[src/rtl/store_buffer.sv]
// Posted-write store queue between EX/MEM and data memory, with load overlap check.
// Optional lw-from-sw forwarding is enabled by defining STORE_BUFFER_FWD_EN.
module store_buffer #(
  parameter int unsigned DEPTH = 4
) (
  input  logic        clk,
  input  logic        reset,
  input  logic        in_valid,
  output logic        in_ready,
  input  logic [5:0]  in_opcode,
  input  logic [31:0] in_addr,
  input  logic [31:0] in_data,
  input  logic [31:0] in_pc,
  input  logic        ld_valid,
  input  logic [5:0]  ld_opcode,
  input  logic [31:0] ld_addr,
  output logic        ld_hit,
  output logic [31:0] ld_data,
  output logic        ld_stall,
  output logic        mem_WR,
  output logic [5:0]  mem_opcode,
  output logic [31:0] mem_addr,
  output logic [31:0] mem_write_data,
  output logic [31:0] mem_pc,
  output logic        empty,
  output logic        align_err
);

  localparam int unsigned PTR_W = $clog2(DEPTH);
  localparam int unsigned CNT_W = PTR_W + 1;

  localparam logic [5:0] OP_SW = 6'b101011;
  localparam logic [5:0] OP_SB = 6'b101000;
  localparam logic [5:0] OP_SH = 6'b101001;
  localparam logic [5:0] OP_LW = 6'b100011;

  typedef struct packed {
    logic [5:0]  opcode;
    logic [31:0] addr;
    logic [31:0] data;
    logic [31:0] pc;
  } entry_t;

  entry_t           q [DEPTH];
  logic [PTR_W-1:0] head;
  logic [PTR_W-1:0] tail;
  logic [CNT_W-1:0] count;

  logic full;
  logic is_store;
  logic aligned;
  logic push;
  logic pop;
  logic misalign;

  // Youngest matching entry for the load check
  logic [PTR_W-1:0] idx;
  logic             match;
  logic [5:0]       y_op;
  logic [31:0]      y_data;

  assign full     = (count == CNT_W'(DEPTH));
  assign empty    = (count == '0);
  assign in_ready = !full;
  assign mem_WR   = !empty && !ld_valid;
  assign pop      = mem_WR;

  // Store decode and alignment
  always_comb begin
    is_store = 1'b0;
    aligned  = 1'b0;
    case (in_opcode)
      OP_SW: begin is_store = 1'b1; aligned = (in_addr[1:0] == 2'b00); end
      OP_SH: begin is_store = 1'b1; aligned = !in_addr[0]; end
      OP_SB: begin is_store = 1'b1; aligned = 1'b1; end
      default: begin is_store = 1'b0; aligned = 1'b0; end
    endcase
  end

  assign push     = in_valid && in_ready && is_store && aligned;
  assign misalign = in_valid && in_ready && is_store && !aligned;

  assign mem_opcode     = q[head].opcode;
  assign mem_addr       = q[head].addr;
  assign mem_write_data = q[head].data;
  assign mem_pc         = q[head].pc;

  // Queue state; entries cleared on reset so the memory port reads zero
  always_ff @(posedge clk or negedge reset) begin
    if (!reset) begin
      head      <= '0;
      tail      <= '0;
      count     <= '0;
      align_err <= 1'b0;
      for (int unsigned i = 0; i < DEPTH; i++) begin
        q[i] <= '0;
      end
    end else begin
      if (push) begin
        q[tail] <= '{opcode: in_opcode, addr: in_addr, data: in_data, pc: in_pc};
        tail    <= tail + PTR_W'(1);
      end
      if (pop) begin
        head <= head + PTR_W'(1);
      end
      case ({push, pop})
        2'b10:   count <= count + CNT_W'(1);
        2'b01:   count <= count - CNT_W'(1);
        default: count <= count;
      endcase
      if (misalign) begin
        align_err <= 1'b1;
      end
    end
  end

  // Scan oldest to youngest so the last match is the youngest store
  always_comb begin
    idx    = '0;
    match  = 1'b0;
    y_op   = '0;
    y_data = '0;
    for (int unsigned i = 0; i < DEPTH; i++) begin
      idx = head + PTR_W'(i);
      if ((CNT_W'(i) < count) && (q[idx].addr[12:2] == ld_addr[12:2])) begin
        match  = 1'b1;
        y_op   = q[idx].opcode;
        y_data = q[idx].data;
      end
    end
  end

`ifdef STORE_BUFFER_FWD_EN
  logic fwd_ok;
  assign fwd_ok   = match && (y_op == OP_SW) && (ld_opcode == OP_LW);
  assign ld_hit   = ld_valid && fwd_ok;
  assign ld_data  = ld_hit ? y_data : 32'h0;
  assign ld_stall = ld_valid && match && !fwd_ok;

  logic unused_bits;
  assign unused_bits = ^{ld_addr[31:13], ld_addr[1:0]};
`else
  assign ld_hit   = 1'b0;
  assign ld_data  = 32'h0;
  assign ld_stall = ld_valid && match;

  logic unused_bits;
  assign unused_bits = ^{ld_addr[31:13], ld_addr[1:0], ld_opcode, y_op, y_data};
`endif

endmodule

[config.mk]
export PLATFORM = sky130hd
export DESIGN_NAME = store_buffer
export DESIGN_NICKNAME = d
export VERILOG_FILES = /design/src/rtl/store_buffer.sv
export SDC_FILE = /design/constraint.sdc
export NUM_CORES = 1
export LEC_CHECK = 0
export CORE_ASPECT_RATIO = 1.75
export CORE_MARGIN = 4
export CORE_UTILIZATION = 55
export DETAILED_ROUTE_END_ITERATION = 10
export PLACE_DENSITY = 0.81
export SLEW_MARGIN = 20
export SYNTH_ARGS = -nofsm -noshare
export SYNTH_HDL_FRONTEND = slang
export SYNTH_SLANG_ARGS = --single-unit
export TNS_END_PERCENT = 50
[constraint.sdc]
create_clock -name clk -period 3.35 [get_ports clk]
set_input_delay 0.8375 -clock clk [delete_from_list [all_inputs] [get_ports clk]]
set_output_delay 0.8375 -clock clk [all_outputs]
set_load 0.005 [all_outputs]
==> metrics.md <==
| Metric | Value |
|---|---|
| Max clock buf depth | 3 |
| Pwr Density | 677 nW/um^2 |
| Hold Fails Final Rpt | 0 |
| Final WL | between 40 and 50 mm |
| Min-Delay Path Class | input port to async pin |
| Ys flop type | dfrtp_1 |
| Final core utilization | between 60 and 70% |
| Worst vdd ir | between 0.4 and 0.5 mV |
| GRT Resource Usage Total | between 20% and 30% |
| Post-synthesis area per instance | approximately 16 sq um |
| Worst path cell trace | buf_6 > buf_4 > mux2i_4 > xnor2_1 > or4_1 > o21ai_2 > o2111ai_2 > o221ai_2 > buf_2 |
| Async SR Flop Fraction | 100% |
| Crit path to | ld_stall |
| CP max stage cell | dfrtp_4 |
| Fin Setup TNS | -1000 ps |
| Final RePlAce weighted congestion | about 0.9 |
| NumNets Final | 1676 |
| Largest net degree at the start of global routing | 85 |
| Top cells by area, synth | dfrtp_1 (53%), mux2_2 (21%), mux4_2 (12%) |
| Switching Power | about 4700 uW |
| Max-cap violation count | 0 |
| FF-to-FF End | q[219] |
| # IOs | between 200 and 300 |
| Worst reg2reg startpoint | count[0] |
| Synth area leader | dfrtp_1 |
| Synth cell types | 44 |
| Logic pwr share | 34.0% |
| Core Area | roughly 35000 sq um |
| Register area | between 10000 and 15000 sq um |
| Internal cell power | between 10000 and 15000 uW |
| Setup WS post-layout | -231 ps |
| Fin. max-slew vios | 0 |
| CTS Sinks | 416 |
| Net Sw Frac | between 20% and 30% |
| CTS root buf | clkbuf_16 |
| Via count | between 10000 and 15000 |
| Fillcell total | between 2000 and 2500 |
| # rows | 91 |
| Least-Margin Pin Slew | roughly 710 ps |
| CTS clk-pin slew, worst paths | around 60 ps |
| Synth top area share | between 50% and 60% |
| Clock Power Share | between 20 and 30% |
| Relative slew slack | roughly 53% |
| Drt wl/cell | 22.4 um |
| Dpl hpwl | between 20 and 30 mm |
| Crit-path max FO | 7 |
| Starting DRT DRC Count | roughly 450 |
| Inserted Clock Buffers | 39 |
| Hold-fix buffers, CTS | 0 |
| Tcrit/Tclk final | 107% |
| First-pass detailed-route iteration total | 7 |
| Mapped Cells | approximately 1200 |
| Failing checks | negative setup slack |
| Die Area | ~39000 sq um |
| Setup CP Type | register to output port |
| Antenna violations before repair | 9 |
| Register bit total from synthesis | approximately 420 |
| Clk_lat worst skew | approximately 540 ps |
| Number of synthesized flops with an enable pin | 0 |
| Status | finished, violations left |
| Most frequent cell after synthesis | dfrtp_1 |
| R2R setup slack | 730 ps |
| TritonCTS clock tree | done |
| LEAKAGE | around 0.012 uW |
| GRT overflow | 0 |
| Post-route minimum period | 3580 ps |
| Antenna-violating nets left | 0 |
| Port bufs | roughly 220 |
| Post-synthesis instance area | around 20000 sq um |
| Total power | between 15000 and 20000 uW |
| Post-place setup slack | -598 ps |
| Critical Path Sink Type | output port |
| Die Span X | between 150 and 200 um |
| Worst path max stage delay | between 500 and 600 ps |
| Die height | 257 um |
| CTS HTree Levels | 2 |
| Number of synthesis warnings | 0 |
| Launch point of the worst path | head[1] |
| Starting density of the core | a little under three fifths |
| CP arrival | approximately 2700 ps |
| Clock Skews | roughly 18 ps |
| Synth top cells by count | dfrtp_1 (416), mux2_2 (363), mux4_2 (107) |
| Post-DR vias/cell | between 5 and 6 |
| Reg2Reg Depth | 9 |
| CP Launch Type | register |
| DRC | 0 |
| Share of post-route cells with drive strength above 1 | a little over two fifths |
| WP data required | around 2500 ps |
| Seq pwr share | 38.5% |
| Vias in the first global route | 12900 |
| Setup Viol. Count Final | 25 |
| Area of the multi-input gates | just under 9000 sq um |
| Unrepaired setup endpoints after global routing | true |
| FMAX | 279 MHz |
| Area delta synth->final | 25.5% |
| First-pass GRT wire length | 71.2 mm |
| Sequential-to-total area share from yosys stat | a little over half |
[area by class of cell]
type	instances	share of cell area, %
Sequential cell	416	42.5
Multi-Input combinational cell	731	35.5
Timing Repair Buffer	329	14.0
Clock buffer	52	4.51
Tap cell	465	2.38
Clock inverter	19	0.894
Inverter	6	0.0920
Antenna cell	6	0.0613
[worst max-delay path: cells and delay by family, from the launching register on]
kind	cells	cell delay [ps]
AOI/OAI and AO/OA	3	370
xor gates and xnor gates	1	160
buffers and inverters	3	490
DFF	1	570
muxes	1	190
and+or+nand+nor	1	430
[cell usage in the layout, fill, tap and decap left out, types with 3 or more instances in the layout]
cell type / n
buf_6: 5
bufinv_16: 4
inv_6: 4
clkinv_2: 8
dfrtp_1: 414
diode_2: 6
ha_1: 9
clkbuf_16: 40
o21ai_0: 10
nand2b_1: 9
dlymetal6s2s_1: 13
buf_16: 5
mux2i_1: 37
o22ai_1: 3
nand4_1: 6
mux2_2: 363
xor2_1: 14
buf_8: 3
mux2_1: 29
inv_1: 6
nand2_4: 4
dlygate4sd2_1: 3
xnor2_1: 31
and2_1: 8
nor2_1: 5
xnor2_2: 3
clkdlybuf4s50_1: 204
a21oi_1: 3
buf_12: 18
conb_1: 33
nand2_1: 11
clkbuf_8: 8
mux2i_2: 6
mux4_2: 107
buf_4: 76
o2111ai_1: 3
clkbuf_1: 5
[kinds of logic (layout without fill, tap and decap cells)]
family,Yosys count,in the layout,share of synthesized area (%)
AO/OA/AOI/OAI,40,40,1.51
XOR/XNOR,49,49,2.20
adder cells (fa/ha/maj),9,9,0.577
buffers and inverters,124,406,3.57
flip-flops,416,416,53.3
multiplexers,543,543,37.2
other,1,39,0.0192
AND/OR/NAND/NOR,57,57,1.56
[sequential cells by signal (all words and copies together) (netlist names)]
name       flops
head           2
align_err      1
tail           2
count          3
q            408
[power groups by stage]
stage / Combinational, uW / Sequential [uW] / Clock (uW)
global route: 6020 / 6480 / 4870
detailed placement: 5080 / 6480 / 0
CTS: 5560 / 6370 / 4670
floorplan: 3120 / 6250 / 0
finish: 5630 / 6390 / 4560
global placement: 4990 / 6410 / 0
[routing by layer]
| layer | share of wire [%] | GRT usage [%] |
|---|---|---|
| met5 | 0.075 | 0 |
| met4 | 4.1 | 10.3 |
| met3 | 4.6 | 4.32 |
| met2 | 55 | 42.9 |
| met1 | 36 | 27.3 |
[through the flow]
step                      area (sq um)  std cells  hold slack (ps)
after floorplan                  19600       1271              429
after global placement           22700       1933              444
after detailed placement         22700       1933              448
after CTS                        24300       2012              315
after global routing             24500       2024              347
final                            24500       2024              276
[how the worst min path moves through the flow]
| stage | to | start | slack, ps | depth (start not counted) |
|---|---|---|---|---|
| finish | q[229] | reset | 280 | 1 |
| global route | q[227] | reset | 350 | 1 |
| CTS | q[235] | reset | 320 | 1 |
| detailed placement | q[203] | q[203] | 450 | 1 |
| global placement | q[101] | q[101] | 440 | 1 |
| floorplan | q[201] | q[201] | 430 | 1 |
[timing repair]
item | in CTS | in global routing
pin swaps | 4 | 6
gates cloned | 3 | 1
endpoints found under the hold margin | 0 | 0
resized for setup | 42 | 38
setup buffers | 5 | 5
setup endpoints to repair | 96 | 87
No activity file was read; power rests on OpenSTA's default activity.
